[src/rtl/sha256d_block_sequencer.sv]
// Block sequencer that time-shares one external SHA-256 compression unit across a
// multi-block pre-padded message, optionally finishing with the outer pass of a double hash.
`timescale 1ns/1ps

module sha256d_block_sequencer #(
    parameter int unsigned MAX_BLOCKS = 8,
    parameter bit          DOUBLE     = 1'b1,
    parameter int unsigned CNT_W      = 4
) (
    input  logic         clk,
    input  logic         rst,
    input  logic [511:0] in_block,
    input  logic         in_last,
    input  logic         in_valid,
    output logic         in_ready,
    output logic [511:0] comp_data,
    output logic [255:0] comp_state,
    input  logic [255:0] comp_next_state,
    output logic [255:0] out_digest,
    output logic         out_err,
    output logic         out_valid,
    input  logic         out_ready,
    output logic         busy
);

    typedef enum logic [1:0] {
        ABSORB,
        FINAL,
        DONE
    } fsmState_e;

    localparam logic [255:0] H0 =
        256'h6a09e667bb67ae853c6ef372a54ff53a510e527f9b05688c1f83d9ab5be0cd19;
    // Padding for a 32-byte message: 0x80 marker byte, zeros, bit length 256.
    localparam logic [255:0] PAD256 = {8'h80, 184'h0, 64'h100};
    localparam logic [CNT_W-1:0] LAST_CNT = CNT_W'(MAX_BLOCKS - 1);
    localparam logic [CNT_W-1:0] CNT_SAT  = '1;

    fsmState_e    fsm_q, fsm_d;
    logic [255:0] state_q, state_d;
    logic [CNT_W-1:0] blkCnt_q, blkCnt_d;
    logic [255:0] digest_q, digest_d;
    logic         err_q, err_d;

    always_ff @(posedge clk) begin
        if (rst) begin
            fsm_q    <= ABSORB;
            state_q  <= H0;
            blkCnt_q <= '0;
            digest_q <= '0;
            err_q    <= 1'b0;
        end else begin
            fsm_q    <= fsm_d;
            state_q  <= state_d;
            blkCnt_q <= blkCnt_d;
            digest_q <= digest_d;
            err_q    <= err_d;
        end
    end

    always_comb begin
        fsm_d      = fsm_q;
        state_d    = state_q;
        blkCnt_d   = blkCnt_q;
        digest_d   = digest_q;
        err_d      = err_q;
        in_ready   = 1'b0;
        out_valid  = 1'b0;
        comp_data  = in_block;
        comp_state = state_q;

        case (fsm_q)
            ABSORB: begin
                in_ready = 1'b1;
                if (in_valid) begin
                    state_d  = comp_next_state;
                    blkCnt_d = (blkCnt_q == CNT_SAT) ? blkCnt_q : blkCnt_q + 1'b1;
                    if (in_last) begin
                        if (DOUBLE) begin
                            fsm_d = FINAL;
                        end else begin
                            digest_d = comp_next_state;
                            fsm_d    = DONE;
                        end
                    end else if (blkCnt_q == LAST_CNT) begin
                        // Overlong message: swallow the block and report an error instead.
                        err_d    = 1'b1;
                        digest_d = '0;
                        fsm_d    = DONE;
                    end
                end
            end
            FINAL: begin
                comp_data  = {state_q, PAD256};
                comp_state = H0;
                digest_d   = comp_next_state;
                fsm_d      = DONE;
            end
            DONE: begin
                out_valid = 1'b1;
                if (out_ready) begin
                    state_d  = H0;
                    blkCnt_d = '0;
                    err_d    = 1'b0;
                    fsm_d    = ABSORB;
                end
            end
            default: begin
                fsm_d = ABSORB;
            end
        endcase
    end

    assign out_digest = digest_q;
    assign out_err    = err_q;
    assign busy       = !((fsm_q == ABSORB) && (blkCnt_q == '0));

endmodule

[config.mk]
export PLATFORM = sky130hd
export DESIGN_NAME = sha256d_block_sequencer
export DESIGN_NICKNAME = d
export VERILOG_FILES = /design/src/rtl/sha256d_block_sequencer.sv
export SDC_FILE = /design/constraint.sdc
export NUM_CORES = 1
export LEC_CHECK = 0
export BUFFER_PORTS_ARGS = -buffer_cell sky130_fd_sc_hd__buf_4
export CORE_AREA = 2 2 691 693
export DETAILED_ROUTE_END_ITERATION = 6
export DIE_AREA = 0 0 693 695
export GPL_TIMING_DRIVEN = 0
export PLACE_DENSITY = 0.3
export SETUP_SLACK_MARGIN = 0.3
export SLEW_MARGIN = 20
export SYNTH_ARGS = -nofsm -noshare
export SYNTH_HDL_FRONTEND = slang
export SYNTH_SLANG_ARGS = --single-unit
[constraint.sdc]
create_clock -name clk -period 3.7 [get_ports clk]
set_clock_uncertainty 0.05 [all_clocks]
set_input_delay 1.11 -clock clk [delete_from_list [all_inputs] [get_ports clk]]
set_output_delay 1.11 -clock clk [all_outputs]
set_load 0.1 [all_outputs]
==> impl_metrics.yaml, run 1 <==
layout:
  design_area_sq_um: 57100
  fill_cells: 54800
  area_growth_syn_to_layout_pct: 112
  drive_above_1_share_pct: 53.2
  final_net_count: 6172
  final_cells: 11800
worst_setup_path:
  end_kind: "output port"
  r2r_slack_ns: -0.01
  reg2reg_to: "state_q[155]"
  r2r-start: "fsm_q[1]"
  reg2reg_depth: 8
  startpoint_type: "register"
  crit_type: "register to output port"
  arrival_ns: 2.83
  critPathMaxFanout: 10
  required_ns: 2.54
clock_network:
  clk_pin_slew_ns: 0.06
  cts_max_level: 3
  postCtsHoldBufs: 0
  cts-buffers-inserted: 90
  clock-sinks: 519
  cts_tree: "yes"
  clockBufferDepth: 4
  cts-root-buf: "clkbuf_16"
  clkLatencyLatePin_ns: 0.87
drt:
  first_pass_iters: 7
  wire_per_inst_um: 39.5
  ant_nets: 0
  viasPerCell: 3.03
  drc: 0
  vias: 35800
  drt_iter0_drc: 2869
  wl_um: 466000
floorplanning:
  fp-row-count: 253
  core_area_sq_um: 474000
  start_util_pct: 5.68
  die_w_um: 693
  dieArea_sq_um: 482000
  die_h_um: 695
  pin_count: 1801
timing:
  finalCritPeriodShare_pct: 108
  period_needed_ns: 3.99
  final_max_slew_viol_count: 0
  grt_setup_unrepaired: "true"
  max_freq_mhz: 251
  worst_slack_ns: -0.286
  tns_ns: -100.32
  holdWs_ns: 0.413
  tightest_slew_ns: 1.16
  slew_headroom_pct: 22.9
  hold_viol: 0
  setup_viol: 736
placed_design:
  hpwl_um: 418000
  place_congestion: 0.947
  postPlaceCellArea_sq_um: 48600
  dp_cells: 11500
  io_buffers: 1799
run:
  drv_cap: 0
grt:
  grt_max_degree: 13
  grt_pass1_vias: 34000
  grt_pass1_wl_um: 539000
  antenna_found_initial: 349
  track_usage_pct: 18.4
  overflow: 0
worst_hold_path:
  min-delay-start: "out_digest[42]"
  hold_path_end: "out_digest[42]"
  min_path_cells: 2
  hold_path.class: "register to register"
yosys:
  async_flop_share_pct: 0
  synth_top_area_share_pct: 38.6
  synth_ff_type: "dfxtp_1"
  synth_top_area_cell: "dfxtp_1"
  ys_seq_area_share_pct: 38.6
  synthTopCellsByCount: "1028 x nand2_1, 519 x dfxtp_1, 375 x and2_1, 276 x nand2b_1, 230 x nand3_2"
  synth.most_common_cell: "nand2_1"
  syn_area_per_cell_sq_um: 7.82
  syn_inst: 3439
  ys_warn_count: 0
  syn_area_sq_um: 26900
  synth_edf_count: 0
  syn_nets: 4214
  synth.distinct_cells: 30
  synth.area.top_cells: "dfxtp_1 39%, nand2_1 14%, and2_1 8.7%"
  ys_ff_latch: 519
power_and_ir_drop:
  p_leak_nw: 22.7
  ir_drop_uv: 328
  power_density_nw_per_um2: 458
outcome:
  status: "complete, but fails checks"
  violations: "setup timing"
[cells in the final DEF (no fill, tap or decap), types with 3 or more instances in the layout]
cell type / instances
nand2_4: 66
buf_16: 19
dfxtp_1: 517
nand2_8: 11
buf_2: 54
clkinv_4: 6
bufinv_16: 7
buf_4: 1556
nor3_1: 3
o22ai_1: 136
clkinv_2: 8
and2_1: 337
nor2_1: 124
o21ai_0: 4
clkbuf_2: 35
nand2b_1: 271
nand2_1: 812
clkbuf_8: 19
nand2b_4: 6
diode_2: 102
buf_8: 61
clkbuf_4: 19
and2_4: 19
and2_2: 19
nand3_1: 27
clkbuf_1: 120
a21oi_1: 61
buf_12: 209
buf_1: 10
a21oi_2: 200
nand3_2: 231
clkinvlp_4: 8
clkbuf_16: 98
nand2_2: 139
a22oi_1: 121
buf_6: 103
[worst max path at each step]
stage	start	endpoint	slack [ns]	depth (start not counted)
CTS	fsm_q[0]	comp_data[486]	-0.46	8
global route	fsm_q[1]	comp_state[207]	-0.38	7
detailed placement	fsm_q[1]	comp_data[446]	-1.71	8
floorplan	fsm_q[1]	comp_data[435]	0.55	7
global placement	rst	state_q[12]	-5.15	5
finish	fsm_q[1]	comp_state[207]	-0.29	7
[cell type report]
cell class | instances | area, sq um | share of cell area (%)
inverter | 2 | 7.51 | 0.0131
sequential | 519 | 10400 | 18.2
buffer | 317 | 2630 | 4.61
multi-input combinational | 2601 | 16000 | 28.0
timing repair buffer | 1866 | 17100 | 30.0
clock buffer | 120 | 2500 | 4.39
tap | 6247 | 7820 | 13.7
clock inverter | 32 | 408 | 0.714
antenna | 102 | 255 | 0.447
[critical path, cell delays in order (launching register included)]
cell and delay, ns:
dfxtp_4 0.38, nand2b_4 0.14, buf_12 0.16, buf_4 0.15
buf_16 0.16, clkbuf_1 0.40, nand2b_1 0.21, buf_4 0.28
[per-layer routing]
metal	wire [um]	part of all wire, %	global-route usage [%]
met1	187000	40	22.0
met2	214000	46	30.3
met3	53200	11	8.56
met4	10800	2.3	3.37
met5	765	0.16	0
[cell families after synthesis]
logic type,share of synthesized area [%]
DFF,38.6
AOI/OAI and AO/OA,14.3
buffers and inverters,6.30
adders and majority gates,0.0930
and+or+nand+nor,40.7
[power by group]
group / switching [W] / internal (W)
combinational: 0.00837 / 0.00265
clock: 0.00376 / 0.00522
sequential: 0.000288 / 0.00586
total: 0.0124 / 0.0137
[stage by stage]
| step | utilization (%) | setup WS (ns) | total power (W) |
|---|---|---|---|
| 3_5_place_dp | 10.3 | -1.71 | 0.0165 |
| 4_1_cts | 11.6 | -0.463 | 0.0263 |
| 2_1_floorplan | - | 0.549 | 0.0124 |
| 3_3_place_gp | 10.2 | -5.15 | 0.0165 |
| 6_report | 12.0 | -0.286 | 0.0261 |
| 5_1_grt | 12.0 | -0.379 | 0.0269 |
[timing repair]
item / in CTS / in global routing
gates resized for setup: 865 / 458
endpoints found under the setup margin: 864 / 828
setup buffers: 19 / 21
pin swaps: 3 / 15
cloned: 6 / 5
[flip-flops by register name, indices dropped and copies added, names as in the netlist]
| signal | count |
|---|---|
| blkCnt_q | 4 |
| fsm_q | 2 |
| out_digest | 256 |
| out_err | 1 |
| state_q | 256 |
Note: power is estimated with default switching activity, not from simulation.
==> inputs of run 2 (changes only) <==
--- a/config.mk
+++ b/config.mk
@@ -6,9 +6,9 @@
 export NUM_CORES = 1
 export LEC_CHECK = 0
 export BUFFER_PORTS_ARGS = -buffer_cell sky130_fd_sc_hd__buf_4
-export CORE_AREA = 2 2 691 693
+export CORE_AREA = 2 2 707 709
 export DETAILED_ROUTE_END_ITERATION = 6
-export DIE_AREA = 0 0 693 695
+export DIE_AREA = 0 0 709 711
 export GPL_TIMING_DRIVEN = 0
 export PLACE_DENSITY = 0.3
 export SETUP_SLACK_MARGIN = 0.3
==> constraint.sdc (replaced) <==
create_clock -name clk -period 4.3 [get_ports clk]
set_clock_uncertainty 0.05 [all_clocks]
set_input_delay 1.29 -clock clk [delete_from_list [all_inputs] [get_ports clk]]
set_output_delay 1.29 -clock clk [all_outputs]
set_load 0.1 [all_outputs]
==> impl_metrics.yaml, run 2 (synthesis results as in run 1) <==
layout:
  postLayoutCoreUtil_pct: 11.9
  final_cells: 12200
  fill_cells: 57600
  final_common_cell: "buf_4"
  regArea_sq_um: 10400
  final_net_count: 6187
  drive_above_1_share_pct: 55.4
  area_growth_syn_to_layout_pct: 119
  layout_common_cells: "1546 x buf_4, 690 x nand2_1, 517 x dfxtp_1"
  multi_input_area_sq_um: 16800
grt:
  grt_max_degree: 12
  track_usage_pct: 18.1
  grt_pass1_vias: 34300
  grt_pass1_wl_um: 554000
  overflow: 0
  antenna_found_initial: 400
worst_setup_path:
  arrival_ns: 2.90
  crit_type: "register to output port"
  required_ns: 2.96
  end_kind: "output port"
  r2r_slack_ns: 0.85
  startpoint_type: "register"
  critPathMaxFanout: 10
clock_network:
  clock-sinks: 519
  clockBufferDepth: 4
  clk_pin_slew_ns: 0.06
  cts-buffers-inserted: 86
  cts_tree: "yes"
  cts-root-buf: "clkbuf_16"
  clkLatencyLatePin_ns: 0.86
  cts_max_level: 3
timing:
  period_needed_ns: 4.24
  slew_headroom_pct: 21.4
  finalCritPeriodShare_pct: 98.6
  final_max_slew_viol_count: 0
  max_freq_mhz: 236
  grt_setup_unrepaired: "true"
  tightest_slew_ns: 1.18
  worst_slack_ns: 0.0600
  hold_viol: 0
  tns_ns: 0
  setup_viol: 0
drt:
  first_pass_iters: 5
  vias: 35900
  drc: 0
  ant_nets: 0
  wire_per_inst_um: 39.1
  drt_iter0_drc: 3041
  viasPerCell: 2.94
  wl_um: 478000
power_and_ir_drop:
  switching_power_w: 0.0107
  swShare_pct: 47.8
  cell_internal_pwr_w: 0.0117
  pwr-share-seq_pct: 23.5
  p_leak_nw: 23.1
  ir_drop_uv: 296
  clkPwrFrac_pct: 33.0
  power_frac_comb_pct: 43.4
  power_density_nw_per_um2: 381
floorplanning:
  die_w_um: 709
  start_util_pct: 5.42
  die_h_um: 711
  dieArea_sq_um: 504000
  pin_count: 1801
  core_area_sq_um: 496000
  fp-row-count: 259
run:
  drv_cap: 0
placed_design:
  dp_cells: 11900
  place_congestion: 0.966
  io_buffers: 1799
  post-place-ws_ns: -1.24
  hpwl_um: 429000
outcome:
  status: "finished, final reports clean"
worst_hold_path:
  hold_path.class: "register to register"
[run 2: stage by stage]
stage | power (W) | hold WS, ns | instance area (sq um)
4_1_cts | 0.0227 | 0.415 | 56500
5_1_grt | 0.0232 | 0.427 | 58800
6_report | 0.0225 | 0.415 | 59000
3_5_place_dp | 0.0143 | 0.405 | 49100
2_1_floorplan | 0.0107 | 0.410 | 26900
3_3_place_gp | 0.0143 | 0.407 | 48700
[run 2: layout make-up]
cell class / count / area share (%)
Timing Repair Buffer: 1885 / 30.0
Buffer: 317 / 4.54
Antenna cell: 106 / 0.449
Clock inverter: 29 / 0.498
Clock buffer: 122 / 4.26
Sequential cell: 519 / 17.6
Inverter: 2 / 0.0127
Tap cell: 6655 / 14.1
Multi-Input combinational cell: 2601 / 28.5
[run 2: layer usage]
| metal | routed length, um | vias to the layer above | global-route usage [%] |
|---|---|---|---|
| met4 | 17200 | 126 | 5.23 |
| met3 | 57900 | 694 | 9.00 |
| li1 | - | 15400 | - |
| met5 | 950 | - | 0 |
| met2 | 213000 | 2208 | 28.8 |
| met1 | 189000 | 17500 | 21.3 |
[run 2: critical path, cell delays in order (launching register included)]
cell and delay [ns]:
dfxtp_4 0.36, nand2b_4 0.13, buf_12 0.16, clkbuf_4 0.29, buf_16 0.19, clkbuf_2 0.23
and2_1 0.30, buf_4 0.34
[run 2: timing repair]
action / in CTS / in global routing
gates resized for setup: 1089 / 534
gates cloned: 6 / 11
pin swaps: 33 / 50
setup endpoints to repair: 768 / 754
buffers inserted: 45 / 10
hold buffers: 0 / 0
[run 2: final timing paths]
check	startpoint	to	depth (start not counted)
min reg2reg	out_digest[90]	out_digest[90]	2
max	fsm_q[1]	comp_data[2]	7
min	out_digest[90]	out_digest[90]	2
max reg2reg	fsm_q[1]	state_q[155]	8
[run 2: power by group through the flow]
stage               sequential (W)  combinational [W]  clock (W)
finish                     0.00529            0.00977    0.00743
global route               0.00531             0.0100    0.00785
CTS                        0.00529            0.00959    0.00778
detailed placement         0.00539            0.00894          0
global placement           0.00539            0.00892          0
floorplan                  0.00582            0.00484          0
